`src/rtl/square_gen_if.sv`:
```
// Operand/result bundle for square_gen: the producer drives data/in_valid,
// and the squarer returns the registered square/out_valid.
interface square_gen_if #(
    parameter int N = 3
);
    logic [N-1:0]   data;
    logic           in_valid;
    logic [2*N-1:0] square;
    logic           out_valid;

    modport master (
        output data,
        output in_valid,
        input  square,
        input  out_valid
    );

    modport slave (
        input  data,
        input  in_valid,
        output square,
        output out_valid
    );
endinterface

```
`src/rtl/square_gen.sv`:
```
// Pipelined unsigned squarer: symmetric partial-product array summed by a
// generated binary adder tree, followed by one register stage.
module square_gen #(
    parameter int N = 3
) (
    input  logic        clk,
    input  logic        rst_n,
    square_gen_if.slave bus
);
    localparam int W  = 2 * N;
    localparam int T  = N + (N * (N - 1)) / 2;
    localparam int LG = $clog2(T);
    localparam int P  = 1 << LG;

    typedef logic [W-1:0] sq_t;

    sq_t terms [T];
    sq_t square_d, square_q;
    logic out_valid_d, out_valid_q;
    sq_t sq_comb;

    // Diagonal a_i*a_i collapses to a_i at weight 2i; each off-diagonal pair
    // appears twice, so it lands once at weight i+j+1.
    for (genvar i = 0; i < N; i++) begin : g_row
        for (genvar j = i; j < N; j++) begin : g_col
            if (i == j) begin : g_diag
                assign terms[i] = sq_t'(bus.data[i]) << (2 * i);
            end else begin : g_off
                assign terms[N + i * (N - 1) - (i * (i - 1)) / 2 + (j - i - 1)] =
                    sq_t'(bus.data[i] & bus.data[j]) << (i + j + 1);
            end
        end
    end

    // Every partial sum is a subset of the full square, so W bits never overflow.
    for (genvar l = 0; l <= LG; l++) begin : g_lvl
        sq_t s [P >> l];
        for (genvar k = 0; k < (P >> l); k++) begin : g_node
            if (l == 0) begin : g_leaf
                if (k < T) begin : g_term
                    assign s[k] = terms[k];
                end else begin : g_pad
                    assign s[k] = '0;
                end
            end else begin : g_add
                assign s[k] = g_lvl[l-1].s[2*k] + g_lvl[l-1].s[2*k+1];
            end
        end
    end

    assign sq_comb = g_lvl[LG].s[0];

    always_comb begin
        square_d    = square_q;
        out_valid_d = 1'b0;
        if (bus.in_valid) begin
            square_d    = sq_comb;
            out_valid_d = 1'b1;
        end
    end

    always_ff @(posedge clk) begin
        if (!rst_n) begin
            square_q    <= '0;
            out_valid_q <= 1'b0;
        end else begin
            square_q    <= square_d;
            out_valid_q <= out_valid_d;
        end
    end

    assign bus.square    = square_q;
    assign bus.out_valid = out_valid_q;
endmodule

```
`src/flat_wrapper.sv`:
```
// flat-port wrapper written by rule: the top's interface ports become plain ports
module square_gen_flat 
#(
    parameter int N = 3
)
  (clk, rst_n, bus_data, bus_in_valid, bus_square, bus_out_valid);
  square_gen_if #(.N(N)) bus_i ();
  input  logic clk;
  input  logic rst_n;
  input wire logic [$bits(bus_i.data)-1:0] bus_data;
  input wire logic [$bits(bus_i.in_valid)-1:0] bus_in_valid;
  output wire logic [$bits(bus_i.square)-1:0] bus_square;
  output wire logic [$bits(bus_i.out_valid)-1:0] bus_out_valid;
  assign bus_i.data = bus_data;
  assign bus_i.in_valid = bus_in_valid;
  assign bus_square = bus_i.square;
  assign bus_out_valid = bus_i.out_valid;
  square_gen #(.N(N)) u_core (.clk(clk), .rst_n(rst_n), .bus(bus_i));
endmodule
```
`config.mk`:
```
export PLATFORM = sky130hd
export DESIGN_NAME = square_gen_flat
export DESIGN_NICKNAME = d
export VERILOG_FILES = /design/src/rtl/square_gen_if.sv /design/src/rtl/square_gen.sv /design/src/flat_wrapper.sv
export SDC_FILE = /design/constraint.sdc
export NUM_CORES = 1
export LEC_CHECK = 0
export ABC_AREA = 1
export CAP_MARGIN = 20
export CORE_AREA = 2 2 39 41
export CTS_BUF_LIST = sky130_fd_sc_hd__clkbuf_8
export DETAILED_ROUTE_END_ITERATION = 8
export DIE_AREA = 0 0 41 43
export HOLD_SLACK_MARGIN = 0.02
export PLACE_DENSITY = 0.46
export SLEW_MARGIN = 10
export SYNTH_ARGS = -nofsm -noshare
export SYNTH_HDL_FRONTEND = slang
export SYNTH_SLANG_ARGS = --single-unit
```
`constraint.sdc`:
```
create_clock -name clk -period 0.9 [get_ports clk]
set_input_delay 0.18 -clock clk [delete_from_list [all_inputs] [get_ports clk]]
set_output_delay 0.18 -clock clk [all_outputs]
set_load 0.05 [all_outputs]
```
==> results.txt <==
- Hold Path Origin: bus_in_valid
- Setup violations remaining at the end of the flow were counted as 0.
* CTS Buffer Depth: 2
- In the final design database the tool counted 62 nets.
- Wires add up to 544 um.
- Once layout is complete, the utilization of the core stands at 38.7%.
- Total cell area at the placement stage: 483 sq um
- CTS saw 6 sinks.
- Subtracting the final worst setup slack from the clock period gives 0.876 ns.
- The initial antenna violation count came to 0.
* Number of antenna cells inserted: 0
- Final estimated routing congestion in global placement: 0.691
* Vias after detailed routing: 273
- The count of nets left with antenna violations once routing finished came out at 0.
- Register area: 128 sq um
- Power spread over the standard cell area amounts to 1650 nW/um^2.
* Layout area overhead: 98.1%
* Root buffer selected by CTS: sky130_fd_sc_hd__clkbuf_8
- The worst register-to-register path has a depth of 2.
* Portion of the post-synthesis area used by sequential elements: 44.4%
- Highest net fanout along the worst path: 2
- Number of buffers created by CTS: 3
- Crit path DAT: 0.70 ns
* Ordered cell list for the critical path: buf_12
- Post-synthesis area per instance: 7.51 sq um
- Among cell families on the critical path, the largest total delay comes from flip-flops.
- In this run the register-to-register setup slack is 0.32 ns.
- Together, buffers and inverters on the worst path number 1.
- Global route total overflow: 0
* Part of the cycle the worst path needs: 97.4%
- The path with the worst hold slack has its endpoint at u_core.bus.square[0]$_SDFFE_PN0P_.
- Maximum clock frequency: 1.14 GHz
* Yosys cell types: 15
* Fraction of final layout cells with drive strength greater than 1: 49.1%
* Latest clock arrival within the worst-skew pair: 0.22 ns
- TritonCTS built the clock tree.
* Die span in x: 41 um
* Worst flop-to-flop path startpoint: u_core.bus.square[0]$_SDFFE_PN0P_
- In this run the number of H-tree levels came out at 1.
* Post-route DRC: 0
* Starting Density: 19.5%
- After clock tree synthesis, the clock-pin slew on the worst setup and hold paths is 0.04 ns.
* Synthesized netlist cell count: 36
- The first global-routing pass estimated 855 um of wire.
- Number of search-and-repair iterations in the first detailed-routing pass: 2
* Max stage delay cell, worst path: sky130_fd_sc_hd__dfxtp_2
- The endpoint identified for the worst register-to-register timing path is u_core.bus.square[0]$_SDFFE_PN0P_.
- From bottom edge to top edge, the die measures 43 um.
* Num ports: 13
* Delay contributed by the slowest stage of the critical path: 0.34 ns
* Kind of path behind the tightest hold check: input port to flip-flop
- After the first detailed-routing iteration, the DRC count stood at 3.
* Kind of end point of the critical path: output port
- For this run, the number of Yosys warnings is 0.
* Count of max-cap constraint violations: 0
* Netlist Area Pre-Place: 270 sq um
- The multi-input combinational cells in the finished layout cover a total of 123 sq um.
- Via-to-Cell Ratio: 3.96
* Area of the core: 1380 sq um
- Entering global routing, the biggest net connects 6 pins.
- Leakage power figure: 0.000273 uW
- Fin. max-slew vios: 0
- Number of setup buffers added after CTS: 0
- The run finished with clean final reports.
- Worst setup skew after layout: 0 ns
- The count of buffers added on input and output ports is 11.
* Via count of the first global-routing pass: 247
- The die covers 1760 sq um.
- Post-synthesis register bit count: 6
- Class of the most critical setup path: flip-flop to output port
- The worst setup path is launched from a flip-flop.
- Total global routing track utilization: 7.43%
* Cell area after layout: 536 sq um
- Number of cell rows: 14
- Cell depth of the worst min-delay path: 3
- VDD sags by at most 438 uV.
- The hold violation count in the final report came to 0.
- Setup repair after global routing missed its margin: false
- Estimated wirelength of the detail-placed design: 478 um
- Counting every net in the synthesized netlist gives 43.
* Data required time of the critical path: 0.72 ns
* Number of fill cells: 147
* Detail-routed net length per standard cell: 7.88 um
==> layer usage <==
metal / vias up / share of wire (%) / GRT usage [%]
met4: 0 / 0 / 8.00
met3: 0 / 10 / 1.57
met2: 11 / 50 / 10.6
met5: - / 0 / 0
li1: 146 / - / -
met1: 116 / 40 / 8.04
==> cell families after synthesis <==
family | synth area share (%)
and+or+nand+nor | 31.5
buffers and inverters | 11.1
other | 1.39
AOI/OAI and AO/OA | 6.94
adders and majority gates | 4.63
DFF | 44.4
==> cells in the mapped netlist <==
cell type                 number  share of area, %
sky130_fd_sc_hd__nand2_2       1               2.3
sky130_fd_sc_hd__dfxtp_1       6                44
sky130_fd_sc_hd__inv_2         2               2.8
sky130_fd_sc_hd__buf_4         1               2.8
sky130_fd_sc_hd__o21ai_0       1               1.9
sky130_fd_sc_hd__nand3_2       1               3.7
sky130_fd_sc_hd__o21ai_1       1               1.9
sky130_fd_sc_hd__nand3_1       5               9.3
sky130_fd_sc_hd__ha_1          1               4.6
sky130_fd_sc_hd__nor2_1        2               2.8
sky130_fd_sc_hd__o21ai_2       1               3.2
sky130_fd_sc_hd__conb_1        1               1.4
sky130_fd_sc_hd__nand2_1       8                11
sky130_fd_sc_hd__or2_0         1               2.3
sky130_fd_sc_hd__inv_1         4               5.6
==> repair_timing <==
item	in CTS	in global routing
pin swaps	1	0
resized for setup	9	5
hold buffers	0	0
setup endpoints to repair	8	4
endpoints found under the hold margin	0	0
==> cell type report <==
| class | count | share of cell area, % |
|---|---|---|
| sequential | 6 | 23.8 |
| multi-input combinational | 23 | 22.9 |
| clock buffer | 3 | 7.71 |
| tap | 16 | 3.74 |
| timing repair buffer | 15 | 37.6 |
| inverter | 6 | 4.21 |
==> cell usage in the layout (no fill, tap or decap) <==
cell and count:
sky130_fd_sc_hd__conb_1 1, sky130_fd_sc_hd__buf_4 4, sky130_fd_sc_hd__buf_12 6, sky130_fd_sc_hd__dlymetal6s2s_1 2, sky130_fd_sc_hd__inv_2 3, sky130_fd_sc_hd__inv_1 3, sky130_fd_sc_hd__o21ai_1 2, sky130_fd_sc_hd__nand2_2 1
sky130_fd_sc_hd__o21ai_2 1, sky130_fd_sc_hd__dlygate4sd2_1 3, sky130_fd_sc_hd__nor2_1 2, sky130_fd_sc_hd__dfxtp_2 6, sky130_fd_sc_hd__nand3_1 5, sky130_fd_sc_hd__ha_2 1, sky130_fd_sc_hd__or2_0 1, sky130_fd_sc_hd__clkbuf_8 3
sky130_fd_sc_hd__nand3_2 1, sky130_fd_sc_hd__nand2_1 8
==> stage by stage <==
step                hold WS [ns]  setup TNS (ns)  std cells  total power (uW)  setup WS, ns
detailed placement         0.499           -1.52         66               496        -0.402
finish                     0.293               0         69               882        0.0237
global route               0.326               0         69               924       0.00508
CTS                        0.423               0         69               892       0.00923
floorplan                  0.309               0         36               386       0.00691
global placement           0.501           -1.54         66               497        -0.404
==> worst max-delay path by stage <==
| stage | to | cells past startpoint | from | slack, ns |
|---|---|---|---|---|
| final | bus_square[4] | 1 | u_core.bus.square[4]$_SDFFE_PN0P_ | 0.02 |
| after CTS | bus_out_valid | 1 | u_core.bus.out_valid$_SDFF_PN0_ | 0.009 |
| after floorplan | u_core.bus.square[2]$_SDFFE_PN0P_ | 2 | u_core.bus.square[2]$_SDFFE_PN0P_ | 0.007 |
| after detailed placement | u_core.bus.square[4]$_SDFFE_PN0P_ | 7 | bus_data[0] | -0.40 |
| after global placement | u_core.bus.square[4]$_SDFFE_PN0P_ | 7 | bus_data[0] | -0.40 |
| after global routing | bus_square[2] | 1 | u_core.bus.square[2]$_SDFFE_PN0P_ | 0.005 |
==> report_power, final <==
group / internal, uW / switching [uW]
combinational: 90.7 / 99.7
sequential: 285 / 13.5
clock: 286 / 106
total: 662 / 220
==> registers in the layout (all words and copies together) (netlist names) <==
| register | count |
|---|---|
| u_core.bus.out_valid | 1 |
| u_core.bus.square | 5 |
Power figures use the tool's default switching activity.
